**src/rtl/move_cmd_if.sv**
```systemverilog
// move_cmd_if: the four raw direction buttons and the move command bus that
// drives the cursor position counters (row_en/col_en/add_n/fire) plus busy.
// The command stage uses the master modport; the counter side uses slave.
interface move_cmd_if;
    logic btn_up;
    logic btn_down;
    logic btn_left;
    logic btn_right;
    logic row_en;
    logic col_en;
    logic add_n;
    logic fire;
    logic busy;

    modport master (
        input  btn_up, btn_down, btn_left, btn_right,
        output row_en, col_en, add_n, fire, busy
    );

    modport slave (
        output btn_up, btn_down, btn_left, btn_right,
        input  row_en, col_en, add_n, fire, busy
    );
endinterface

```
**src/rtl/move_cmd.sv**
```systemverilog
// move_cmd: synchronizes and debounces four direction buttons and turns each
// debounced press into one SETUP/FIRE/GAP command on the counter inputs.
// Optional auto-repeat of a held button is enabled by defining
// MOVE_CMD_REPEAT_EN (adds the REPEAT_DELAY/REPEAT_PERIOD parameters).
// Direction index: 0 = up, 1 = down, 2 = left, 3 = right (also priority order).
module move_cmd #(
    parameter int DEBOUNCE_CYCLES = 250000
`ifdef MOVE_CMD_REPEAT_EN
    ,
    parameter int REPEAT_DELAY  = 25000000,
    parameter int REPEAT_PERIOD = 5000000
`endif
) (
    input  logic       clk,
    input  logic       rst_n,
    move_cmd_if.master bus
);

    localparam int DW = $clog2(DEBOUNCE_CYCLES + 1);

    typedef enum logic [1:0] {IDLE, SETUP, FIRE, GAP} state_t;

    logic [3:0]    raw;
    logic [3:0]    sync_a;
    logic [3:0]    sync_b;
    logic [3:0]    level;
    logic [3:0]    level_d;
    logic [3:0]    rise;
    logic [3:0]    pending;
    logic [3:0]    win_hot;
    logic [3:0]    clr;
    logic [3:0]    rep_set;
    logic [DW-1:0] db_cnt [4];
    logic [1:0]    win;
    logic          take;
    logic          row_q;
    logic          col_q;
    logic          add_q;
    state_t        state_q;
    state_t        state_d;

    assign raw  = {bus.btn_right, bus.btn_left, bus.btn_down, bus.btn_up};
    assign rise = level & ~level_d;
    assign clr  = take ? win_hot : 4'b0000;

    // Two-flop synchronizer for the asynchronous button inputs
    always_ff @(posedge clk or negedge rst_n) begin
        if (!rst_n) begin
            sync_a <= 4'b0000;
            sync_b <= 4'b0000;
        end else begin
            sync_a <= raw;
            sync_b <= sync_a;
        end
    end

    // Debounce: flip the level after DEBOUNCE_CYCLES consecutive mismatches
    always_ff @(posedge clk or negedge rst_n) begin
        if (!rst_n) begin
            level   <= 4'b0000;
            level_d <= 4'b0000;
            for (int i = 0; i < 4; i++) db_cnt[i] <= '0;
        end else begin
            level_d <= level;
            for (int i = 0; i < 4; i++) begin
                if (sync_b[i] == level[i]) begin
                    db_cnt[i] <= '0;
                end else if (db_cnt[i] == DW'(DEBOUNCE_CYCLES - 1)) begin
                    level[i]  <= ~level[i];
                    db_cnt[i] <= '0;
                end else begin
                    db_cnt[i] <= db_cnt[i] + 1'b1;
                end
            end
        end
    end

    // Fixed-priority pick among pending directions (up wins)
    always_comb begin
        win     = 2'd0;
        win_hot = 4'b0000;
        if (pending[0]) begin
            win = 2'd0; win_hot = 4'b0001;
        end else if (pending[1]) begin
            win = 2'd1; win_hot = 4'b0010;
        end else if (pending[2]) begin
            win = 2'd2; win_hot = 4'b0100;
        end else if (pending[3]) begin
            win = 2'd3; win_hot = 4'b1000;
        end
    end

    // Sticky pending bits: set by a debounced rise or a repeat, cleared on service
    always_ff @(posedge clk or negedge rst_n) begin
        if (!rst_n) pending <= 4'b0000;
        else        pending <= (pending & ~clr) | rise | rep_set;
    end

    // Command FSM state register
    always_ff @(posedge clk or negedge rst_n) begin
        if (!rst_n) state_q <= IDLE;
        else        state_q <= state_d;
    end

    // Command FSM next state; take marks the edge that enters SETUP
    always_comb begin
        state_d = state_q;
        take    = 1'b0;
        case (state_q)
            IDLE: begin
                if (|pending) begin
                    state_d = SETUP;
                    take    = 1'b1;
                end
            end
            SETUP: state_d = FIRE;
            FIRE:  state_d = GAP;
            GAP: begin
                if (|pending) begin
                    state_d = SETUP;
                    take    = 1'b1;
                end else begin
                    state_d = IDLE;
                end
            end
            default: state_d = IDLE;
        endcase
    end

    // Selects load on the SETUP edge and drop on return to IDLE; add_n holds
    always_ff @(posedge clk or negedge rst_n) begin
        if (!rst_n) begin
            row_q <= 1'b0;
            col_q <= 1'b0;
            add_q <= 1'b0;
        end else if (take) begin
            row_q <= ~win[1];
            col_q <= win[1];
            add_q <= ~win[0];
        end else if (state_q == GAP && state_d == IDLE) begin
            row_q <= 1'b0;
            col_q <= 1'b0;
        end
    end

    assign bus.row_en = row_q;
    assign bus.col_en = col_q;
    assign bus.add_n  = add_q;
    assign bus.fire   = (state_q == FIRE);
    assign bus.busy   = (state_q != IDLE);

`ifdef MOVE_CMD_REPEAT_EN
    localparam int RMAX = (REPEAT_DELAY > REPEAT_PERIOD) ? REPEAT_DELAY : REPEAT_PERIOD;
    localparam int RW   = $clog2(RMAX + 1);

    logic [1:0]    dir_q;
    logic [1:0]    rep_dir;
    logic [RW-1:0] rep_cnt;
    logic          rep_active;
    logic          rep_start;

    // A new timer run starts after FIRE unless the same held direction is repeating
    assign rep_start = (state_q == FIRE) && (!rep_active || rep_dir != dir_q);

    // Remember the direction of the command currently in flight
    always_ff @(posedge clk or negedge rst_n) begin
        if (!rst_n)    dir_q <= 2'd0;
        else if (take) dir_q <= win;
    end

    // Request a repeat when the timer expires with the button still held
    always_comb begin
        rep_set = 4'b0000;
        if (rep_active && !rep_start && level[rep_dir] && rep_cnt == '0)
            rep_set[rep_dir] = 1'b1;
    end

    // Repeat timer: REPEAT_DELAY to the first repeat FIRE, then REPEAT_PERIOD
    always_ff @(posedge clk or negedge rst_n) begin
        if (!rst_n) begin
            rep_active <= 1'b0;
            rep_dir    <= 2'd0;
            rep_cnt    <= '0;
        end else if (rep_start) begin
            rep_active <= 1'b1;
            rep_dir    <= dir_q;
            rep_cnt    <= RW'(REPEAT_DELAY - 4);
        end else if (rep_active) begin
            if (!level[rep_dir])
                rep_active <= 1'b0;
            else if (rep_cnt == '0)
                rep_cnt <= RW'(REPEAT_PERIOD - 1);
            else
                rep_cnt <= rep_cnt - 1'b1;
        end
    end
`else
    assign rep_set = 4'b0000;
`endif

endmodule

```
**src/flat_wrapper.sv**
```systemverilog
// flat-port wrapper written by rule: the top's interface ports become plain ports
module move_cmd_flat 
#(
    parameter int DEBOUNCE_CYCLES = 250000

)
  (clk, rst_n, bus_btn_up, bus_btn_down, bus_btn_left, bus_btn_right, bus_row_en, bus_col_en, bus_add_n, bus_fire, bus_busy);
  move_cmd_if bus_i ();
  input  logic clk;
  input  logic rst_n;
  input wire logic [$bits(bus_i.btn_up)-1:0] bus_btn_up;
  input wire logic [$bits(bus_i.btn_down)-1:0] bus_btn_down;
  input wire logic [$bits(bus_i.btn_left)-1:0] bus_btn_left;
  input wire logic [$bits(bus_i.btn_right)-1:0] bus_btn_right;
  output wire logic [$bits(bus_i.row_en)-1:0] bus_row_en;
  output wire logic [$bits(bus_i.col_en)-1:0] bus_col_en;
  output wire logic [$bits(bus_i.add_n)-1:0] bus_add_n;
  output wire logic [$bits(bus_i.fire)-1:0] bus_fire;
  output wire logic [$bits(bus_i.busy)-1:0] bus_busy;
  assign bus_i.btn_up = bus_btn_up;
  assign bus_i.btn_down = bus_btn_down;
  assign bus_i.btn_left = bus_btn_left;
  assign bus_i.btn_right = bus_btn_right;
  assign bus_row_en = bus_i.row_en;
  assign bus_col_en = bus_i.col_en;
  assign bus_add_n = bus_i.add_n;
  assign bus_fire = bus_i.fire;
  assign bus_busy = bus_i.busy;
  move_cmd #(.DEBOUNCE_CYCLES(DEBOUNCE_CYCLES)) u_core (.clk(clk), .rst_n(rst_n), .bus(bus_i));
endmodule
```
**config.mk**
```make
export PLATFORM = sky130hd
export DESIGN_NAME = move_cmd_flat
export DESIGN_NICKNAME = d
export VERILOG_FILES = /design/src/rtl/move_cmd_if.sv /design/src/rtl/move_cmd.sv /design/src/flat_wrapper.sv
export SDC_FILE = /design/constraint.sdc
export NUM_CORES = 1
export LEC_CHECK = 0
export BUFFER_PORTS_ARGS = -buffer_cell sky130_fd_sc_hd__buf_2
export CORE_MARGIN = 2
export CORE_UTILIZATION = 37
export CTS_CLUSTER_DIAMETER = 100
export DETAILED_ROUTE_END_ITERATION = 12
export PLACE_DENSITY = 0.52
export SLEW_MARGIN = 20
export SYNTH_ARGS = -nofsm -noshare
export SYNTH_HDL_FRONTEND = slang
export SYNTH_SLANG_ARGS = --single-unit
```
**constraint.sdc**
```tcl
create_clock -name clk -period 2.2 [get_ports clk]
set_input_delay 0.22 -clock clk [delete_from_list [all_inputs] [get_ports clk]]
set_output_delay 0.22 -clock clk [all_outputs]
set_load 0.005 [all_outputs]
```
==> results of run 1 <==
==> area by class of cell <==
cell class / count / share of cell area, %
inverter: 18 / 1.305
timing repair buffer: 27 / 4.205
clock buffer: 12 / 4.954
multi-input combinational: 316 / 38.57
clock inverter: 4 / 0.5317
tap: 147 / 3.552
sequential: 97 / 46.88
==> kinds of logic (layout without fill, tap and decap cells) <==
| kind of cell | count (synthesis) | after routing |
|---|---|---|
| AOI/OAI and AO/OA | 37 | 37 |
| xor gates and xnor gates | 59 | 59 |
| adders and majority gates | 8 | 8 |
| muxes | 5 | 5 |
| DFF | 97 | 97 |
| and+or+nand+nor | 207 | 207 |
| buffers and inverters | 27 | 61 |
==> how the worst max path moves through the flow <==
stage / start / end / depth (start not counted)
finish: u_core.db_cnt[24] / u_core.level[2] / 4
CTS: u_core.db_cnt[24] / u_core.level[2] / 4
detailed placement: u_core.db_cnt[24] / u_core.level[2] / 4
global route: u_core.db_cnt[24] / u_core.level[2] / 4
global placement: u_core.db_cnt[24] / u_core.level[2] / 4
floorplan: u_core.db_cnt[31] / u_core.level[2] / 4
==> per-layer routing <==
| metal | GRT usage [%] | up-vias | share of wire (%) |
|---|---|---|---|
| li1 | - | 1612 | - |
| met5 | 0 | - | 0 |
| met2 | 21.78 | 28 | 44 |
| met1 | 19.29 | 1528 | 51 |
| met4 | 6.104 | 0 | 2.0 |
| met3 | 3.743 | 12 | 3.2 |
==> synthesized netlist by cell type (all sizes together) <==
master,n
a211oi,1
a21oi,13
and2,2
and3,2
and4,9
buf,2
clkbuf,7
dfrtp,97
ha,8
inv,18
mux2,4
mux2i,1
nand2,20
nand2b,1
nand3,26
nand3b,2
nand4,26
nand4b,2
nor2,75
nor2b,2
nor3,8
nor4,16
nor4b,3
o21ai,16
o22ai,2
o31ai,3
o41ai,2
or3,4
or4,6
or4b,3
xnor2,31
xor2,28
==> cells in the final DEF (no fill, tap or decap), types with 3 or more instances in the layout <==
cell / netlist / layout
sky130_fd_sc_hd__a21oi_1: 13 / 13
sky130_fd_sc_hd__and4_1: 9 / 9
sky130_fd_sc_hd__buf_2: 0 / 9
sky130_fd_sc_hd__buf_4: 1 / 11
sky130_fd_sc_hd__clkbuf_16: 0 / 9
sky130_fd_sc_hd__dfrtp_1: 97 / 97
sky130_fd_sc_hd__dlygate4sd3_1: 0 / 5
sky130_fd_sc_hd__ha_1: 8 / 8
sky130_fd_sc_hd__inv_1: 18 / 18
sky130_fd_sc_hd__mux2_2: 4 / 4
sky130_fd_sc_hd__nand2_1: 20 / 20
sky130_fd_sc_hd__nand3_1: 26 / 26
sky130_fd_sc_hd__nand4_1: 25 / 25
sky130_fd_sc_hd__nor2_1: 75 / 75
sky130_fd_sc_hd__nor3_1: 8 / 8
sky130_fd_sc_hd__nor4_1: 16 / 16
sky130_fd_sc_hd__nor4b_1: 3 / 3
sky130_fd_sc_hd__o21ai_0: 14 / 14
sky130_fd_sc_hd__o31ai_1: 3 / 3
sky130_fd_sc_hd__or3_1: 4 / 4
sky130_fd_sc_hd__or4_1: 4 / 4
sky130_fd_sc_hd__xnor2_1: 31 / 31
sky130_fd_sc_hd__xor2_1: 28 / 28
==> power groups by stage <==
stage / registers [mW] / clock network (mW) / logic, mW
final: 1.83 / 1.50 / 0.124
after global routing: 1.83 / 1.64 / 0.145
after CTS: 1.83 / 1.56 / 0.130
after detailed placement: 1.86 / 0 / 0.122
after global placement: 1.86 / 0 / 0.120
after floorplan: 1.86 / 0 / 0.0535
==> flip-flops by register name (all words and copies together), names as in the netlist <==
signal             cells
u_core.bus.add_n       1
u_core.state_q         2
u_core.db_cnt         72
u_core.level_d         4
u_core.bus.row_en      1
u_core.level           4
u_core.sync_a          4
u_core.pending         4
u_core.sync_b          4
u_core.bus.col_en      1
==> metrics by stage <==
stage	total power, mW	cells	util [%]
after floorplan	1.912	440	-
after global placement	1.982	600	40.32
after detailed placement	1.985	600	40.32
after CTS	3.513	621	43.10
after global routing	3.620	621	43.10
final	3.449	621	43.10
==> critical path, stage by stage (launching register included) <==
cell                      delay [ns]
sky130_fd_sc_hd__dfrtp_1        0.42
sky130_fd_sc_hd__or4b_1         0.51
sky130_fd_sc_hd__or4_4          0.55
sky130_fd_sc_hd__nor2_1         0.13
sky130_fd_sc_hd__mux2_2         0.34
==> timing repair <==
item | CTS | global route
hold buffers | 5 | 0
resized for setup | 0 | 0
hold endpoints to repair | 67 | 0
==> reports/results.txt, run 1 <==
The run gives 2.28 ns as the critical path arrival. Yosys attributes the largest share of cell area to sky130_fd_sc_hd__dfrtp_1 (54%), sky130_fd_sc_hd__nor2_1 (6.2%), sky130_fd_sc_hd__xnor2_1 (6.0%). The tools report the multi-input gate area in the final layout as 1997 sq um.

Buffers inserted during clock tree synthesis total 9. The sequential cells in the finished layout cover a total of 2427 sq um. For the final count of hold timing violations, the log shows 0. The tools report the endpoint of the most critical register-to-register path as u_core.level[2]. The netlist area before placement is 4537 sq um. Setup violations remaining at the end of the flow were counted as 0.

The largest net degree at the start of global routing is 56. Fraction of final layout cells sized beyond drive strength 1: 10.13%. In this run the clock root is driven by a sky130_fd_sc_hd__clkbuf_16.

The horizontal die dimension came out at 114.7 um. Relative to the synthesized area, the layout overhead comes to 14.12%. After routing, the total negative slack on setup checks comes to 0 ns. The run finished with clean final reports. Summed over all nets, the switching power comes to 766.2 uW. The tools report the sort of element at the end of the critical path as a flop. After filler insertion, the fill cell instance count of the layout stands at 1,200. In this run the vertical extent of the chip is 114.7 um. The run gives 0 as the number of antenna cells inserted. For the yosys synthesis warning count, the log shows 0. In the finished design, the share of the clock period the worst path needs comes to 93.35%. The worst-case IR drop observed on VDD is 0.0003235 V. The path class of the tightest hold or removal check is in2async. The run gives 14,870 um as the wire length of the first global-routing pass. The worst setup path is launched from a flop. The post-synthesis share of cell area spent on xor and xnor gates is 11.39%, and the actual slew at the worst max-slew pin is 0.5108 ns. The adder-cell share of the synthesized area works out to 2.206%.

Count of final max-slew check failures: 0. The average instance in the mapped netlist occupies 10.31 sq um. The instance count of the mapped netlist came out at 440. Counting flops and latches in the post-synthesis netlist gives 97. After routing the design area is 5177 sq um.

In this run the count of I/O pins placed on the die edge is 11. The congestion estimate from routability-driven global placement came to 0.7647. The total wire length after detailed routing is 8306 um, and the post-synthesis net count is 454. Per report_power, the combinational group accounts for 3.6% of the total. Counting distinct cell types in the post-synthesis netlist gives 38. The worst setup path is of the reg2reg kind.

Sequential elements use 53.50% of the synthesized area. The number of cells on the worst reg-to-reg path is 4. The initial antenna violation count is 0, and the highest clock rate is 486.9 MHz.

The clock network accounts for 43.4% of the total power. The post-place setup slack was 0.1437 ns. In the routed layout, each cell is associated on average with a via count of 5.121.

The number of antenna-violating nets in the routed design was 0; the number of design rule violations left after detail routing was 0. TritonCTS built the clock tree. In this run the critical register-to-register path is launched from u_core.db_cnt[24]. The clock arrives with 0.008301 ns of skew. The placed instances occupy a cell area of 4843 sq um. The detailed-route wire length per cell came out at 13.38 um. Leading area contributor after synthesis: sky130_fd_sc_hd__dfrtp_1. The tree built by TritonCTS fans out to 97 sinks. The setup check on the worst reg-to-reg path leaves a slack of 0.15 ns. After Yosys synthesis, and, or, nand and nor cells account for 24.10% of the synthesized area.

The tool flagged a number of max-cap violations equal to 0. For the number of rows created at floorplan, the log shows 40. By area, the combinational part of the netlist is dominated by simple AND/OR/NAND/NOR gates.

Sequential cells burn 53.0% of the power. The wire-length estimate of the detail-placed layout is 5608 um. The overall die area is 13,160 sq um, and the relative slew slack is 65.69%. The clock passes through at most 2 buffers. At the end of the flow, the number of nets in the layout was 483.

For this design the ratio of total power to cell area is 666.2 nW/um^2. The tools report the initial cell density of the core as 37.77%. Summed over its instances, the top area cell type makes up 53.50% of the synthesized netlist area. The static leakage was 2.179 nW; the internal power was 2.683 mW. The run gives 3,180 as the via total after detailed routing.

The compound-cell area share of the yosys netlist was 5.102%. The tools report the overall fraction of global-route tracks in use as 14.25%. Along the worst path, the maximum fanout reaches 5. Clock-pin slew was measured on the worst setup and hold paths at 0.07 ns. The initial DRC count is 145, and the required time of the worst setup path is 2.43 ns. Clock latency on the worst-skew pair, taken at its later pin, is 0.35 ns. In this run the post-CTS setup repair buffer count came out at 0. The number of input and output port buffers inserted was 10. The core region is 12,010 sq um. Setup repair after global routing left no endpoint under its margin. Via count of the first global-routing pass: 3,177. Hold timing on the final database bottoms out at a slack of 0.2396 ns. In this run switching power makes up 22.21% of total power. The portion of netlist area occupied by mux cells was 1.213%.

For this run, the detailed router's first-pass iteration total came to 4. The final critical-path setup slack was 0.1463 ns; the total global routing overflow was 0. The time the final worst path needs with I/O delays and setup was 2.054 ns.

The H-tree generated during clock tree synthesis spans 3 levels.
Note: power is estimated with default switching activity, not from simulation.
==> inputs of run 2 (changes only) <==
--- a/config.mk
+++ b/config.mk
@@ -10,7 +10,7 @@
 export CORE_UTILIZATION = 37
 export CTS_CLUSTER_DIAMETER = 100
 export DETAILED_ROUTE_END_ITERATION = 12
-export PLACE_DENSITY = 0.52
+export PLACE_DENSITY = 0.54
 export SLEW_MARGIN = 20
 export SYNTH_ARGS = -nofsm -noshare
 export SYNTH_HDL_FRONTEND = slang
==> constraint.sdc (replaced) <==
create_clock -name clk -period 1.8 [get_ports clk]
set_input_delay 0.18 -clock clk [delete_from_list [all_inputs] [get_ports clk]]
set_output_delay 0.18 -clock clk [all_outputs]
set_load 0.005 [all_outputs]
==> run 2 against run 1 <==
Net effect:
- the flow now finishes with violations (setup timing)
- utilization increased by 2.8 points
- final cell count increased by 5.0%
- die area unchanged
- worst hold slack improved by 0.079 ns
- first-iteration DRC count increased by 9.7%
- global-route usage increased by 0.56 points
- design area increased by 6.4%
- critical path type unchanged
- largest power group unchanged
- highest routed layer unchanged
==> reports/results.txt, run 2 (synthesis results as in run 1) <==
The run finished, with violations left. The final reports fail on setup timing. Synthesis-to-finish area growth: 21.40%.

The initial antenna violation count was 0; the number of flip-flops in the largest register was 72. The H-tree generated during clock tree synthesis spans 3 levels. Of all nets on the critical path, the largest fanout is 2.

The buffer type at the clock tree root was sky130_fd_sc_hd__clkbuf_16. Of the available clock period, the critical path in the final layout requires 109.8%. The die outline height is 114.7 um, and the relative slew slack is 67.55%. Count of final max-slew check failures: 0. The time the final worst path needs with I/O delays and setup is 1.976 ns.

STA puts the critical path data arrival time at 2.21 ns. The later pin in the worst-skew pair is clocked with a latency of 0.35 ns. Setup repair after global routing could not meet its margin everywhere. STA classifies the critical path endpoint as a flop.

The worst setup path is of the reg2reg kind. The post-route netlist has 17.03% of its cells at a drive strength greater than 1. Derived from the worst setup path, the maximum achievable clock frequency is 506.2 MHz. The tools report the weighted congestion at the end of routability-driven global placement as 0.8194.

The clock sink total came out at 97. The total core area is 12,010 sq um, and the power density relative to cell area is 790.7 nW/um^2. Summing all placed instances gives a cell area of 5104 sq um. Number of antenna cells inserted: 0.

The library cell used most frequently in the layout, excluding fill and tap cells, is sky130_fd_sc_hd__dfrtp_1. Counting flops per register, the top entry is u_core.db_cnt. The detailed-router iteration count before antenna repair came out at 4. VDD sags by at most 0.0004686 V. After detailed routing, the number of vias per cell comes to 5.094.

Detailed placement finished with a half-perimeter wire length of 6053 um. The worst setup slack for register-to-register paths is -0.18 ns, and the overall die area is 13,160 sq um. For the register area, the log shows 2429 sq um.

In this run the critical register-to-register path is captured at u_core.level[2]. Detailed routing inserted a total of 3,321 vias. In the layout the commonest cells are sky130_fd_sc_hd__dfrtp_1 (96), sky130_fd_sc_hd__nor2_1 (74), sky130_fd_sc_hd__buf_4 (41), sky130_fd_sc_hd__xnor2_1 (31), sky130_fd_sc_hd__xor2_1 (28). The clock tree skew after final layout came out at 0.007519 ns. For the pin with the worst max-slew slack, the measured transition is 0.4831 ns. The tools report the number of standard cells in the layout, taps in and fillers out as 652. TritonCTS built the clock tree.

Clock transition at the register clock pins on the worst setup and hold paths after CTS: 0.07 ns. The worst hold path belongs to the class in2async. After routing the design area is 5508 sq um. Port buffering added 10 buffers. Across the run, the number of max-cap violations was 0. Initial cell density of the core: 37.77%. Adding up every negative setup slack in the final design gives -2.966 ns.

The initial DRC count is 159, and the detailed-route wire length per cell is 13.24 um. The horizontal die dimension was 114.7 um. The tools report the required time of the worst setup path as 2.04 ns. The floorplan has 40 rows. The via count of the first global-routing pass is 3,383, and the number of antenna-violating nets in the routed design is 0. In the final design database the tool counted 514 nets. The startpoint identified for the worst register-to-register timing path is u_core.db_cnt[24]. The first global-routing pass estimated 15,650 um of wire. The run gives 2061 sq um as the multi-input gate area in the final layout. The static leakage is 2.390 nW. The total placed cells including tap cells is 629, and the final critical-path setup slack is -0.1757 ns. The number of inserted filler cells in the final layout was 1,126.

The logic depth of the worst register-to-register path works out to 4. Global routing finished with a remaining overflow of 0. In the routed design, unresolved DRC markers number 0.

The run gives 14.81% as the overall fraction of global-route tracks in use. The largest net degree at the start of global routing is 36, and the post-place setup slack is -0.1991 ns. TritonCTS created 9 clock buffers.

No sink is reached through more buffers than the 2 on the longest clock path. The logs give 19 for the final count of negative-setup-slack endpoints and 0 for the final count of hold timing violations. STA classifies the critical path startpoint as a flop. 11 I/O pins were placed. Total wire length after detailed routing: 8633 um.
-- run 2: changes by cell type in the layout (fill, tap and decap cells not counted), sizes merged --
cell      change
inv           +1
buf          +31
clkinv        -2
clkinvlp      +3
bufinv        +1
clkbuf        -3
-- run 2: layout make-up --
type	count	area share (%)
inverters	18	1.227
repair buffers	58	8.405
multi-input cells	316	37.41
clock buffers	9	4.089
clock inverters	7	1.431
flip-flops and latches	97	44.09
well taps	147	3.339
-- run 2: where the power goes --
part / internal [mW] / leakage [nW] / total (mW) / switching [mW]
combinational: 0.0649 / 0.927 / 0.166 / 0.101
clock: 1.09 / 0.138 / 1.96 / 0.872
sequential: 2.21 / 1.33 / 2.23 / 0.0221
-- run 2: critical path, stage by stage (launching register included) --
cell	delay, ns
sky130_fd_sc_hd__dfrtp_1	0.38
sky130_fd_sc_hd__or4b_1	0.52
sky130_fd_sc_hd__or4_4	0.57
sky130_fd_sc_hd__nor2_4	0.10
sky130_fd_sc_hd__mux2_4	0.29
-- run 2: timing repair --
| item | in CTS | in global routing |
|---|---|---|
| setup endpoints to repair | 19 | 40 |
| buffers inserted | 1 | 1 |
| hold buffers | 5 | 0 |
| pin swaps | 3 | 2 |
| resized for setup | 1 | 5 |
| endpoints found under the hold margin | 36 | 0 |
-- run 2: worst max-delay path by stage --
| stage | from | to | cells past startpoint |
|---|---|---|---|
| finish | u_core.db_cnt[24] | u_core.level[2] | 4 |
| global route | u_core.db_cnt[24] | u_core.db_cnt[26] | 5 |
| CTS | u_core.db_cnt[24] | u_core.level[2] | 4 |
| detailed placement | u_core.db_cnt[29] | u_core.level[2] | 4 |
| global placement | u_core.db_cnt[29] | u_core.level[2] | 4 |
| floorplan | u_core.db_cnt[29] | u_core.level[2] | 4 |
-- run 2: per-stage QoR --
stage	power, mW	hold WS [ns]	utilization (%)
detailed placement	2.438	0.1755	42.49
finish	4.355	0.3183	45.85
CTS	4.413	0.3514	45.54
global route	4.541	0.3662	45.85
global placement	2.433	0.1688	42.49
floorplan	2.340	-0.1156	-
-- run 2: routing by layer --
layer / part of all wire [%] / GRT usage (%)
met5: 0 / 0
met2: 46 / 23.04
met3: 2.7 / 3.743
met1: 50 / 19.83
met4: 1.8 / 6.265
==> inputs of run 3 (changes only) <==
--- a/config.mk
+++ b/config.mk
@@ -6,11 +6,13 @@
 export NUM_CORES = 1
 export LEC_CHECK = 0
 export BUFFER_PORTS_ARGS = -buffer_cell sky130_fd_sc_hd__buf_2
+export CELL_PAD_IN_SITES_DETAIL_PLACEMENT = 1
+export CELL_PAD_IN_SITES_GLOBAL_PLACEMENT = 2
 export CORE_MARGIN = 2
 export CORE_UTILIZATION = 37
 export CTS_CLUSTER_DIAMETER = 100
 export DETAILED_ROUTE_END_ITERATION = 12
-export PLACE_DENSITY = 0.54
+export PLACE_DENSITY = 0.75
 export SLEW_MARGIN = 20
 export SYNTH_ARGS = -nofsm -noshare
 export SYNTH_HDL_FRONTEND = slang
==> run 3 against run 2 <==
Net effect:
- the flow still finishes with violations (setup timing)
- worst hold slack better by 0.017 ns
- global-route usage grew 1.8 points
- via count increased by 4.0%
- first-iteration DRC count fell by 35%
- flip-flop and latch count is the same
- count of clock-buffer cells in the layout unchanged
- sequential power is essentially flat
==> reports/results.txt, run 3 (synthesis results as in run 1) <==
The weighted congestion at the end of routability-driven global placement is 0.7713, and the die outline height is 114.7 um. Entering global routing, the biggest net connects 38 pins. The logs give 9 for the total clock buffers created by CTS and 17,390 um for the wire length of the first global-routing pass. The initial utilization of the core area, before any placement, comes to 37.77%.

The logs give 5594 sq um for the final design instance area without fill and 5134 sq um for the placed instance area. Walking the worst path, the cells encountered are or4_1 -> or4_4 -> nor2_4 -> mux2_4. The highest clock rate was 510.3 MHz; the clock insertion delay at the later pin of the skew report was 0.35 ns. The total wire length after detailed routing was 10,110 um; the number of antenna cells inserted was 0. The actual slew at the worst max-slew pin came out at 0.4933 ns. For the detailed placement HPWL, the log shows 6948 um.

IR analysis of the VDD net gives a maximum drop of 0.0005512 V. The post-layout net count is 523. The fraction of final layout cells sized beyond drive strength 1 is 20.08%.

Using the TritonRoute via totals, the vias-per-cell ratio works out to 5.235. The tools report the final critical-path setup slack as -0.1595 ns. The critical path in this run is classified as reg2reg.

No sink is reached through more buffers than the 2 on the longest clock path. The finished layout holds 660 standard cells, fillers aside. The run gives 40 as the number of rows created at floorplan. The run gives 67.11% as the relative slew slack. Leaving out fill and tap cells, the most frequent cells in the layout are sky130_fd_sc_hd__dfrtp_1 (95), sky130_fd_sc_hd__nor2_1 (73), sky130_fd_sc_hd__buf_4 (49), sky130_fd_sc_hd__xnor2_1 (31), sky130_fd_sc_hd__xor2_1 (28).

Registers take 2430 sq um. The tools report the final count of hold timing violations as 0. Across the run, the number of max-cap violations was 0. The number of input and output port buffers inserted is 10.

More flip-flops sit in one register than any other, and that register is u_core.db_cnt. Post-layout utilization of the core: 46.57%. Leaving out fill and tap cells, the most frequent cell in the layout is sky130_fd_sc_hd__dfrtp_1. Overall power consumption after layout is estimated at 4.358 mW. In this run the count of I/O pins placed on the die edge is 11. In the routed design, unresolved DRC markers number 0. Counting the fill cells in the layout gives 1,349. The final count of negative-setup-slack endpoints was 19; the number of buffer and inverter instances along the worst setup path was 0.

For the critical path arrival, the log shows 2.20 ns. Setup repair after global routing could not meet its margin everywhere. The area growth from synthesis to layout is 23.30%. TritonCTS built the clock tree.

The clock tree skew after final layout was 0.008028 ns. The worst path in the final design needs a cycle of 1.960 ns, including I/O delays and setup. The final reports fail on setup timing.

The path class of the tightest hold or removal check is in2async. STA classifies the critical path endpoint as a flop. The floorplan step defined a core boundary enclosing 12,010 sq um. The clock net in this run drives a total of 97 sinks.

The power density relative to cell area came out at 779.0 nW/um^2. The critical path starts at u_core.db_cnt[29]. The run gives 0 as the initial antenna violation count. Via count of the first global-routing pass: 3,692. The critical-path cell with the highest stage delay is sky130_fd_sc_hd__or4_4. The startpoint identified for the worst register-to-register timing path is u_core.db_cnt[29]. Clock tree synthesis selected as its root buffer the cell sky130_fd_sc_hd__clkbuf_16. The tools report the static leakage as 2.429 nW.

The run gives 0 as the count of final max-slew check failures. The maximum level of the CTS H-tree is 3. The final clock period utilization by the worst path is 108.9%. Summing all multi-input logic gate instances after layout gives 2086 sq um. The run finished, with violations left. The die is 114.7 um wide.

For this run, the slowest stage of the critical path takes 0.56 ns. After clock tree synthesis, the clock-pin slew on the worst setup and hold paths is 0.07 ns. The number of antenna-violating nets in the routed design was 0. In this run, placement finished with an instance count of 633. In this run the worst path has a maximum fanout of 2. Overall die area: 13,160 sq um.

The detailed-router iteration count before antenna repair is 4, and the total global routing overflow is 0. For this block, the via count after detailed routing is 3,455. STA puts the critical path data required time at 2.04 ns. The detailed-route wire length per cell came out at 15.32 um. Overall fraction of global-route tracks in use: 16.62%.

The detailed router finished its first iteration with 104 violations. The number of flip-flops in the largest register works out to 72. The worst setup path is launched from a flop.

In this design, the largest share of critical-path delay is due to simple AND/OR/NAND/NOR gates.
## run 3: routing by layer
metal | global-route usage (%) | routed length [um]
met3 | 2.583 | 207
met1 | 22.29 | 4804
met5 | 0 | 0
met2 | 26.79 | 4906
met4 | 7.470 | 193
## run 3: worst reg2reg max path, cell delays in order (launching register included)
cell and delay [ns]:
sky130_fd_sc_hd__dfrtp_1 0.38, sky130_fd_sc_hd__or4_1 0.51, sky130_fd_sc_hd__or4_4 0.56, sky130_fd_sc_hd__nor2_4 0.11, sky130_fd_sc_hd__mux2_4 0.30
## run 3: report_power, final
group | leakage [nW] | internal [mW] | switching [mW]
Combinational | 0.967 | 0.0675 | 0.105
Sequential | 1.32 | 2.21 | 0.0248
Clock | 0.138 | 1.08 | 0.874
Total | 2.43 | 3.35 | 1.00
## run 3: area by class of cell
class                           count  share of cell area [%]
Inverter                           18                   1.208
Sequential cell                    97                   43.44
Timing Repair Buffer               67                   9.550
Multi-Input combinational cell    316                   37.28
Tap cell                          147                   3.288
Clock inverter                      6                   1.208
Clock buffer                        9                   4.026
## run 3: worst paths after layout
check                               endpoint  slack, ns  depth (start not counted)
hold reg to reg             u_core.sync_b[2]       0.35                          0
min in group clk            u_core.sync_b[2]       0.35                          0
setup reg to reg             u_core.level[2]      -0.16                          4
max in group asynchronous  u_core.db_cnt[59]       0.88                          3
setup / recovery             u_core.level[2]      -0.16                          4
hold / removal              u_core.db_cnt[5]       0.34                          2
## run 3: stage by stage
stage / hold slack, ns / TNS [ns] / setup WS, ns
CTS: 0.3422 / -3.263 / -0.1902
global route: 0.3653 / -3.821 / -0.2186
floorplan: -0.1156 / -2.287 / -0.1893
finish: 0.3353 / -2.700 / -0.1595
global placement: 0.1753 / -1.989 / -0.1641
detailed placement: 0.1848 / -2.453 / -0.1871
## run 3: timing repair
| item | 4_1_cts | 5_1_grt |
|---|---|---|
| endpoints found under the setup margin | 20 | 40 |
| hold endpoints to repair | 37 | 0 |
| pin swaps | 3 | 5 |
| hold buffers | 5 | 0 |
| buffers inserted | 3 | 4 |
| gates resized for setup | 2 | 13 |
| gates cloned | 0 | 0 |
